==> src/rtl/adder_accum_ctrl.sv <==
// adder_accum_ctrl: sequences a job of `len` signed 8-bit operands through a
// single adder8 instance. It returns the accumulated sum and a sticky signed
// overflow flag over a valid/ready result stream.

// adder8: 8-bit signed adder with a signed-overflow indication.
module adder8 (
  input  logic signed [7:0] a,
  input  logic signed [7:0] b,
  output logic signed [7:0] sum,
  output logic              ovf
);

  // Overflow when both operands share a sign and the result sign differs.
  always_comb begin
    sum = a + b;
    ovf = (a[7] == b[7]) && (sum[7] != a[7]);
  end

endmodule

module adder_accum_ctrl #(
  parameter int COUNT_W  = 4,
  parameter int SATURATE = 0
) (
  input  logic               clock,
  input  logic               reset,
  input  logic               start,
  input  logic [COUNT_W-1:0] len,
  input  logic               in_valid,
  input  logic [7:0]         in_data,
  output logic               in_ready,
  output logic               out_valid,
  output logic [7:0]         out_sum,
  output logic               out_ovf,
  input  logic               out_ready,
  output logic               busy
);

  localparam logic [1:0] ST_IDLE  = 2'd0;
  localparam logic [1:0] ST_ACCUM = 2'd1;
  localparam logic [1:0] ST_DONE  = 2'd2;

  logic [1:0]         state_q, state_d;
  logic signed [7:0]  acc_q, acc_d;
  logic               ovf_q, ovf_d;
  logic [COUNT_W-1:0] cnt_q, cnt_d;

  logic signed [7:0]  operand;
  logic signed [7:0]  raw_sum;
  logic               add_ovf;

  assign operand = $signed(in_data);

  adder8 u_adder8 (
    .a   (acc_q),
    .b   (operand),
    .sum (raw_sum),
    .ovf (add_ovf)
  );

  // Choose between the wrapped adder result and the clamped rail on overflow.
  // The rail follows the operand sign. On overflow the accumulator and the
  // operand have the same sign, so either could select it.
  function automatic logic signed [7:0] sat_result(
    input logic signed [7:0] raw,
    input logic              ovf_now,
    input logic              neg_operand
  );
    if ((SATURATE != 0) && ovf_now) begin
      return neg_operand ? 8'sh80 : 8'sh7F;
    end
    return raw;
  endfunction

  // Next-state and datapath update; every register holds unless its state acts.
  always_comb begin
    state_d = state_q;
    acc_d   = acc_q;
    ovf_d   = ovf_q;
    cnt_d   = cnt_q;
    case (state_q)
      ST_IDLE: begin
        if (start) begin
          cnt_d   = len;
          acc_d   = '0;
          ovf_d   = 1'b0;
          state_d = (len == '0) ? ST_DONE : ST_ACCUM;
        end
      end
      ST_ACCUM: begin
        // in_ready is high throughout ACCUM, so in_valid alone marks a handshake.
        if (in_valid) begin
          acc_d = sat_result(raw_sum, add_ovf, operand[7]);
          ovf_d = ovf_q | add_ovf;
          cnt_d = cnt_q - COUNT_W'(1);
          if (cnt_q == COUNT_W'(1)) begin
            state_d = ST_DONE;
          end
        end
      end
      ST_DONE: begin
        if (out_ready) begin
          state_d = ST_IDLE;
        end
      end
      default: state_d = ST_IDLE;
    endcase
  end

  // State registers; asynchronous reset discards any job in flight.
  always_ff @(posedge clock or posedge reset) begin
    if (reset) begin
      state_q <= ST_IDLE;
      acc_q   <= '0;
      ovf_q   <= 1'b0;
      cnt_q   <= '0;
    end else begin
      state_q <= state_d;
      acc_q   <= acc_d;
      ovf_q   <= ovf_d;
      cnt_q   <= cnt_d;
    end
  end

  // Outputs come straight from registers or from a state decode, never from inputs.
  assign in_ready  = (state_q == ST_ACCUM);
  assign out_valid = (state_q == ST_DONE);
  assign busy      = (state_q != ST_IDLE);
  assign out_sum   = acc_q;
  assign out_ovf   = ovf_q;

endmodule

==> config.mk <==
export PLATFORM = sky130hd
export DESIGN_NAME = adder_accum_ctrl
export DESIGN_NICKNAME = d
export VERILOG_FILES = /design/src/rtl/adder_accum_ctrl.sv
export SDC_FILE = /design/constraint.sdc
export NUM_CORES = 1
export LEC_CHECK = 0
export ABC_AREA = 1
export BUFFER_PORTS_ARGS = -buffer_cell sky130_fd_sc_hd__buf_2
export CAP_MARGIN = 5
export CORE_MARGIN = 8
export CORE_UTILIZATION = 51
export DETAILED_ROUTE_END_ITERATION = 10
export MAX_ROUTING_LAYER = met4
export PLACE_DENSITY = 0.88
export REMOVE_ABC_BUFFERS = 1
export SLEW_MARGIN = 5
export SYNTH_ARGS = -nofsm -noshare
export SYNTH_HDL_FRONTEND = slang
export SYNTH_SLANG_ARGS = --single-unit
export TNS_END_PERCENT = 5
==> constraint.sdc <==
create_clock -name clock -period 1.7 [get_ports clock]
set_input_delay 0.255 -clock clock [delete_from_list [all_inputs] [get_ports clock]]
set_output_delay 0.255 -clock clock [all_outputs]
set_load 0.005 [all_outputs]
==> metrics.md, run 1 <==
| Metric | Value |
|---|---|
| Status | finished clean |
| Crit path max fanout | 3 |
| Clock share of power | 10.4% |
| CTS tree | built |
| Gate power share | 58.8% |
| Internal power component | 1.08 mW |
| Setup-failing EPs final | 0 |
| Cells after DPL | 198 |
| Net Sw Frac | 46.8% |
| CP Launch Type | flip-flop |
| Antenna viol nets, final | 0 |
| Final Critical Period | 1.53 ns |
| CP endpoint kind | flip-flop |
| Clock Path Buffers | 2 |
| Commonest non-fill, non-tap cell in the layout | nand2_1 |
| Max-slew headroom | 61.5% |
| Setup TNS | 0 ns |
| Total of warnings raised by yosys | 0 |
| Initial antenna violation count | 0 |
| RSZ-0062 raised after global routing | false |
| Max Cap Viol | 0 |
| Avg Cell Area, Syn | 7.32 µm² |
| GRT Overall Usage | 14.7% |
| Slew @ Worst Pin | 0.577 ns |
| Min-delay worst type | in2async |
| DR WL/cell | 12.1 µm |
| Final hold violations | 0 |
| Io pins | 29 |
| CTS Root Cell | clkbuf_4 |
| Die Ht | 61.3 µm |
| WL final | 2440 µm |
| Syn Inst Count | 143 |
| Period utilisation layout | 90.2% |
| Layout area overhead | 19.6% |
| Crit path kind | reg2reg |
| Tot Pwr | 2.02 mW |
| Critical-path cell list | ha_2 > fa_2 > nand2_1 > inv_1 > nor2_1 > o21bai_1 > nand2_1 > nand2_1 > o21ai_1 |
| Clock skew | 0.00337 ns |
| Register area share after synthesis | 35.8% |
| Final layout net count | 203 |
| Vias per cell | 5.21 |
| Vias in the first global route | 1033 |
| Post-DP HPWL | 2010 µm |
| Layout cells sized above 1 | 21.7% |
| P_sw | 0.948 mW |
| Clk Latency, worst-skew pair | 0.29 ns |
| Ant diodes | 0 |
| DR pass1 iterations | 4 |
| Initial Utilization | 53.9% |
| Flops & latches, synth | 15 |
| Final Instance Count excl. Fillers | 202 |
| Total grt overflow | 0 |
| Via Count | 1052 |
| First-pass GRT wire length | 4110 µm |
| Max incr delay on CP | 0.41 ns |
| FMAX | 652 MHz |
| CP max-delay cell | dfrtp_1 |
| Post-CTS Hold Buffers | 0 |
| Total die area | 0.00376 mm² |
| CTS clock-pin slew for the worst setup and hold paths | 0.09 ns |
| Die width | 61.3 µm |
| Leak Pwr | 0.712 nW |
| Initial DRC Count | 16 |
| Crit-path most repeated cell | nand2_1 |
| Core area | 0.00194 mm² |
| Power per Cell Area | 1620 mW/mm² |
| Critical path buffers and inverters | 1 |
| GP Congestion | 0.892 |
| WP data arrival | 1.75 ns |
| Max-slew violations | 0 |
| Num Clock Sinks | 15 |
| Most frequent cells in the layout | nand2_1 (39), buf_2 (28), inv_1 (21), dfrtp_1 (15), nor2_1 (14) |
| Netlist Area Pre-Place | 0.00105 mm² |
| Std cell rows | 16 |
| PortBufs | 28 |
| CTS buffer count | 3 |
| DRC | 0 |
| Sequential share of power | 30.8% |
| Worst Path Required | 1.92 ns |
| Worst path top cell family by delay | adder cells |
| Pin count of the biggest net entering global routing | 16 |
| Post-synth cell types | 20 |
| H-tree levels | 1 |
| Maximum vdd drop | 0.977 mV |
what timing repair did:
item                                    4_1_cts  5_1_grt
resized for setup                             0        2
endpoints found under the setup margin        0        2
setup buffers                                 0        0
sequential cells by signal, indices dropped and copies added (netlist names):
| name | count |
|---|---|
| cnt_q | 4 |
| out_sum | 8 |
| out_ovf | 1 |
| state_q | 2 |
synthesized netlist by cell type:
cell,instances,area [µm²]
ha_1,9,113
a21oi_1,6,30.0
o22ai_1,1,6.26
nand2_1,39,146
a22oi_1,1,7.51
dfrtp_1,15,375
nand3_1,8,40.0
o211ai_1,1,7.51
nand2_2,1,6.26
inv_4,2,12.5
xor2_1,1,8.76
nand2_4,2,22.5
a22o_1,2,17.5
o21ai_0,9,45.0
o21ai_1,6,30.0
nor2_1,14,52.6
nand4_1,2,12.5
inv_1,21,78.8
o21bai_1,2,15.0
fa_1,1,20.0
power groups by stage:
stage          sequential [mW]  clock [mW]  combinational [mW]
5_1_grt                  0.646       0.237                1.37
3_5_place_dp             0.629           0                1.19
2_1_floorplan            0.623           0               0.845
3_3_place_gp             0.617           0                1.13
6_report                 0.623       0.211                1.19
4_1_cts                  0.623       0.216                1.20
cells by family after synthesis:
family	Yosys count	share of synthesized area (%)
AO/OA/AOI/OAI	28	15.2
XOR/XNOR	1	0.836
adder cells (fa/ha/maj)	10	12.7
buffers and inverters	23	8.72
flip-flops	15	35.8
AND/OR/NAND/NOR	66	26.8
final timing paths:
check                                        from                      to  slack [ns]  cells after the start
setup / recovery           out_sum[0]$_DFFE_PP0P_  out_sum[4]$_DFFE_PP0P_        0.17                      9
hold / removal                              reset  out_sum[7]$_DFFE_PP0P_       0.005                      2
setup reg to reg           out_sum[0]$_DFFE_PP0P_  out_sum[4]$_DFFE_PP0P_        0.17                      9
hold reg to reg               out_ovf$_DFFE_PP0P_     out_ovf$_DFFE_PP0P_        0.51                      2
max in group asynchronous                   reset  out_sum[1]$_DFFE_PP0P_        1.31                      2
min in group clock                      out_ready  state_q[1]$_DFFE_PP0P_        0.21                      4
through the flow:
step           setup slack (ns)  hold slack (ns)  instance area [µm²]  utilization, %
2_1_floorplan             0.201            0.156                 1050               -
5_1_grt                  0.0271           0.0457                 1250            64.5
4_1_cts                  0.0692           0.0337                 1250            64.2
6_report                  0.167          0.00491                 1250            64.5
3_5_place_dp             0.0953            0.347                 1220            62.9
3_3_place_gp              0.181            0.341                 1220            62.9
metal layers:
layer / track usage (%) / part of all wire [%]
met4: 8.97 / 3.4
met3: 2.51 / 4.8
met2: 24.5 / 48
met5: - / 0
met1: 16.0 / 44
final cells by class:
type | count | area, µm²
sequential | 15 | 375
tap | 27 | 33.8
multi-input combinational | 105 | 586
fill | 191 | 689
timing repair buffer | 28 | 140
inverter | 23 | 91.3
clock buffer | 4 | 26.3
worst register-to-register path, stage by stage (launching register included):
cell and delay (ns):
dfrtp_1 0.41, ha_2 0.20, fa_2 0.36, nand2_1 0.07, inv_1 0.05, nor2_1 0.09
o21bai_1 0.08, nand2_1 0.06, nand2_1 0.05, o21ai_1 0.11
(Power assumes the default switching activity.)
==> run 2: changes to the inputs <==
CTS_BUF_LIST = sky130_fd_sc_hd__clkbuf_16   (was not set)
==> run 2 against run 1 <==
Global-route usage is 0.53 points higher. Worst hold slack better by 0.055 ns. Clock power is 110% higher. Non-clock buffer count stayed put. Count of clock-buffer cells in the layout is 1 lower. Register-to-register slack worse by 0.03 ns. Die area stayed put. Worst setup slack worse by 0.029 ns. Combinational power hardly changed.
==> metrics.md, run 2 (synthesis results as in run 1) <==
| Metric | Value |
|---|---|
| Status | finished clean |
| Final Critical Period | 1.56 ns |
| Final hold violations | 0 |
| Post-DP HPWL | 2010 µm |
| Clock skew | 0.00229 ns |
| Power per Cell Area | 1750 mW/mm² |
| R2R cell count | 8 |
| Core area | 0.00194 mm² |
| Maximum vdd drop | 1.10 mV |
| CP endpoint kind | flip-flop |
| Setup TNS | 0 ns |
| Die Ht | 61.3 µm |
| Layout area overhead | 24.6% |
| Total die area | 0.00376 mm² |
| Clock Path Buffers | 2 |
| Pin count of the biggest net entering global routing | 16 |
| Min-delay worst type | in2async |
| CP Launch Point | out_sum[5]$_DFFE_PP0P_ |
| GRT Overall Usage | 15.2% |
| Worst Path Required | 1.87 ns |
| Commonest non-fill, non-tap cell in the layout | nand2_1 |
| DR WL/cell | 12.4 µm |
| CTS tree | built |
| Period utilisation layout | 91.9% |
| Max Cap Viol | 0 |
| WL final | 2510 µm |
| Layout cells sized above 1 | 21.7% |
| RSZ-0062 raised after global routing | false |
| Fill cells | 178 |
| Initial DRC Count | 15 |
| Final layout net count | 203 |
| FMAX | 640 MHz |
| Max-slew headroom | 61.4% |
| Antenna viol nets, final | 0 |
| Total grt overflow | 0 |
| Die width | 61.3 µm |
| Number of flip-flops in the largest register | 8 |
| Initial antenna violation count | 0 |
| CTS buffer count | 3 |
| Clk Latency, worst-skew pair | 0.24 ns |
| CP Launch Type | flip-flop |
| PortBufs | 28 |
| Io pins | 29 |
| Slew @ Worst Pin | 0.578 ns |
| GP Congestion | 0.892 |
| Via Count | 1066 |
| Max-slew violations | 0 |
| DRC | 0 |
| CP Capture Point | out_ovf$_DFFE_PP0P_ |
| Initial Utilization | 53.9% |
| Crit path kind | reg2reg |
| End of the worst register-to-register path | out_ovf$_DFFE_PP0P_ |
| Reg2reg start | out_sum[5]$_DFFE_PP0P_ |
| Most frequent cells in the layout | nand2_1 (39), buf_2 (28), inv_1 (22), dfrtp_1 (15), nor2_1 (14) |
| Vias per cell | 5.28 |
| Num Clock Sinks | 15 |
| Ant diodes | 0 |
| CTS clock-pin slew for the worst setup and hold paths | 0.05 ns |
| DR pass1 iterations | 4 |
| Fin util | 67.2% |
| R2r setup slk | 0.14 ns |
| Vias in the first global route | 1090 |
| H-tree levels | 1 |
| Setup-failing EPs final | 0 |
| Leak Pwr | 0.740 nW |
| CTS Root Cell | clkbuf_16 |
| Crit path max fanout | 5 |
| Std cell rows | 16 |
| First-pass GRT wire length | 4270 µm |
| WP data arrival | 1.73 ns |
## run 2: cell count changes in the layout (fill, tap and decap cells not counted), sizes merged
| cell | change |
|---|---|
| clkbuf | -1 |
| inv | +1 |
## run 2: through the flow
step | cells | hold slack [ns] | area [µm²] | setup slack [ns] | total power, mW
5_1_grt | 202 | 0.117 | 1310 | 0.00443 | 2.50
3_5_place_dp | 198 | 0.347 | 1220 | 0.0953 | 1.82
3_3_place_gp | 198 | 0.341 | 1220 | 0.181 | 1.75
4_1_cts | 202 | 0.0902 | 1300 | 0.0785 | 2.30
2_1_floorplan | 143 | 0.156 | 1050 | 0.201 | 1.47
6_report | 202 | 0.0596 | 1310 | 0.138 | 2.28
## run 2: area by class of cell
| class | instances | area [µm²] | share of cell area [%] |
|---|---|---|---|
| clock buffer | 3 | 75.1 | 5.75 |
| clock inverter | 1 | 3.75 | 0.288 |
| inverter | 23 | 91.3 | 7.00 |
| multi-input combinational | 105 | 586 | 44.9 |
| sequential | 15 | 375 | 28.8 |
| tap | 27 | 33.8 | 2.59 |
| timing repair buffer | 28 | 140 | 10.7 |
## run 2: metal layers
layer | vias to the layer above | routed length, µm | global-route usage (%)
met4 | 0 | 76 | 9.30
met5 | - | 0 | -
met2 | 39 | 1230 | 25.4
li1 | 533 | - | -
met1 | 483 | 1070 | 16.2
met3 | 11 | 137 | 3.13
## run 2: worst max-delay path, stage by stage, from the launching register on
cell and delay, ns:
dfrtp_1 0.39, ha_1 0.35, nand2_1 0.11, inv_1 0.04, a21oi_1 0.19, nand2_1 0.12
nand2_1 0.08, nand3_1 0.08, a21oi_1 0.13
## run 2: how the worst min path moves through the flow
| stage | start | to | slack [ns] | cells past startpoint |
|---|---|---|---|---|
| 6_report | reset | out_sum[7]$_DFFE_PP0P_ | 0.06 | 2 |
| 5_1_grt | reset | out_sum[7]$_DFFE_PP0P_ | 0.12 | 2 |
| 4_1_cts | reset | state_q[0]$_DFFE_PP0P_ | 0.09 | 2 |
| 3_5_place_dp | reset | out_sum[7]$_DFFE_PP0P_ | 0.35 | 2 |
| 3_3_place_gp | reset | state_q[1]$_DFFE_PP0P_ | 0.34 | 2 |
| 2_1_floorplan | reset | cnt_q[0]$_DFFE_PP0P_ | 0.16 | 1 |
## run 2: where the power goes
group,total [mW],internal [mW],switching [mW]
combinational,1.20,0.470,0.734
sequential,0.626,0.519,0.107
clock,0.453,0.311,0.141
total,2.28,1.30,0.982
## run 2: timing repair
item                                    CTS  global route
hold buffers                              0             0
endpoints found under the setup margin    0             3
buffers inserted                          0             0
gates resized for setup                   0             2
==> run 3: changes to the inputs <==
MAX_ROUTING_LAYER = not set   (was met4)
==> run 3 against run 2 <==
Non-clock buffer count stayed put. Total power is essentially flat. Sequential cell count stayed put. Largest cell class unchanged.
==> metrics.md, run 3 (synthesis results as in run 1) <==
| Metric | Value |
|---|---|
| Crit path kind | reg2reg |
| Final layout net count | 203 |
| Max Cap Viol | 0 |
| Number of flip-flops in the largest register | 8 |
| R2R cell count | 8 |
| Leak Pwr | 0.740 nW |
| Clock Path Buffers | 2 |
| DRC | 0 |
| Via Count | 1065 |
| Num Clock Sinks | 15 |
| Slew @ Worst Pin | 0.578 ns |
| Worst path top cell family by delay | flip-flops |
| Most frequent cells in the layout | nand2_1 (39), buf_2 (28), inv_1 (22), dfrtp_1 (15), nor2_1 (14) |
| Gate power share | 52.7% |
| Final hold violations | 0 |
| WP data arrival | 1.73 ns |
| CP max-delay cell | dfrtp_1 |
| CTS buffer count | 3 |
| Setup TNS | 0 ns |
| Crit path max fanout | 5 |
| Io pins | 29 |
| Core area | 0.00194 mm² |
| Internal power component | 1.30 mW |
| CP Launch Type | flip-flop |
| Clk Latency, worst-skew pair | 0.24 ns |
| FMAX | 640 MHz |
| Post-CTS Repair Setup Buffers | 0 |
| Min-delay worst type | in2async |
| CTS tree | built |
| Initial DRC Count | 15 |
| Crit-path most repeated cell | nand2_1 |
| WP depth | 8 |
| Total grt overflow | 0 |
| Clock share of power | 19.8% |
| H-tree levels | 1 |
| Worst Path Required | 1.87 ns |
| Initial antenna violation count | 0 |
| Layout cells sized above 1 | 21.7% |
| Commonest non-fill, non-tap cell in the layout | nand2_1 |
| Final WS setup | 0.138 ns |
| Pin count of the biggest net entering global routing | 16 |
| Critical path buffers and inverters | 1 |
| Std cell rows | 16 |
| Finished layout cell area | 0.00131 mm² |
| Place WS | 0.0953 ns |
| Period utilisation layout | 91.9% |
| Setup-failing EPs final | 0 |
| CTS clock-pin slew for the worst setup and hold paths | 0.05 ns |
| Status | finished clean |
| Net Sw Frac | 43.0% |
| Max-slew headroom | 61.4% |
| Ant diodes | 0 |
| Antenna viol nets, final | 0 |
| GP Congestion | 0.878 |
| Vias in the first global route | 1090 |
| Maximum vdd drop | 1.10 mV |
| Post-DP HPWL | 2010 µm |
| PortBufs | 28 |
| Max-slew violations | 0 |
| R2r setup slk | 0.14 ns |
| GRT Overall Usage | 14.8% |
| Sequential share of power | 27.4% |
| RSZ-0062 raised after global routing | false |
| First-pass GRT wire length | 4260 µm |
| Vias per cell | 5.27 |
| Max incr delay on CP | 0.39 ns |
| Initial Utilization | 53.9% |
| Critical-path cell list | ha_1 > nand2_1 > inv_1 > a21oi_1 > nand2_1 > nand2_1 > nand3_1 > a21oi_1 |
| Die Ht | 61.3 µm |
| DR WL/cell | 12.4 µm |
| Final Critical Period | 1.56 ns |
| DR pass1 iterations | 4 |
| Layout area overhead | 24.6% |
| P_sw | 0.981 mW |
| WL final | 2510 µm |
| Total die area | 0.00376 mm² |
| CP endpoint kind | flip-flop |
| Die width | 61.3 µm |
| CTS Root Cell | clkbuf_16 |
| Placed cell area | 0.00122 mm² |
| Clock skew | 0.00228 ns |
| Power per Cell Area | 1750 mW/mm² |
run 3: cell counts in the layout (fill, tap and decap cells not counted):
No cell type changed its count.
run 3: final timing paths:
kind / startpoint / end
worst max-delay path: out_sum[5]$_DFFE_PP0P_ / out_ovf$_DFFE_PP0P_
worst min-delay path: reset / out_sum[7]$_DFFE_PP0P_
worst max register to register: out_sum[5]$_DFFE_PP0P_ / out_ovf$_DFFE_PP0P_
worst min register to register: out_ovf$_DFFE_PP0P_ / out_ovf$_DFFE_PP0P_
max in group asynchronous: reset / out_sum[1]$_DFFE_PP0P_
min in group clock: out_ready / state_q[1]$_DFFE_PP0P_
run 3: power by group through the flow:
stage	Combinational (mW)	Sequential, mW	Clock [mW]
final	1.20	0.626	0.453
after global routing	1.38	0.647	0.478
after CTS	1.21	0.625	0.463
after detailed placement	1.19	0.629	0
after global placement	1.13	0.617	0
after floorplan	0.845	0.623	0
run 3: routing by layer:
layer	part of all wire, %	track usage [%]
met5	0	0
met4	3.0	9.30
met3	6.4	3.76
met2	49	25.4
met1	42	15.9
run 3: area by class of cell:
| type | count | area (µm²) |
|---|---|---|
| Clock buffer | 3 | 75.1 |
| Clock inverter | 1 | 3.75 |
| Fill cell | 178 | 637 |
| Inverter | 23 | 91.3 |
| Multi-Input combinational cell | 105 | 586 |
| Sequential cell | 15 | 375 |
| Tap cell | 27 | 33.8 |
| Timing Repair Buffer | 28 | 140 |
run 3: what timing repair did:
item / 4_1_cts / 5_1_grt
gates resized for setup: 0 / 2
endpoints found under the hold margin: 0 / 0
endpoints found under the setup margin: 0 / 3
hold buffers: 0 / 0
run 3: stage by stage:
step	hold WS (ns)	utilization (%)	std cells	power [mW]
4_1_cts	0.0902	66.9	202	2.30
2_1_floorplan	0.156	-	143	1.47
5_1_grt	0.117	67.2	202	2.50
6_report	0.0596	67.2	202	2.28
3_5_place_dp	0.347	62.9	198	1.82
3_3_place_gp	0.341	62.9	198	1.75
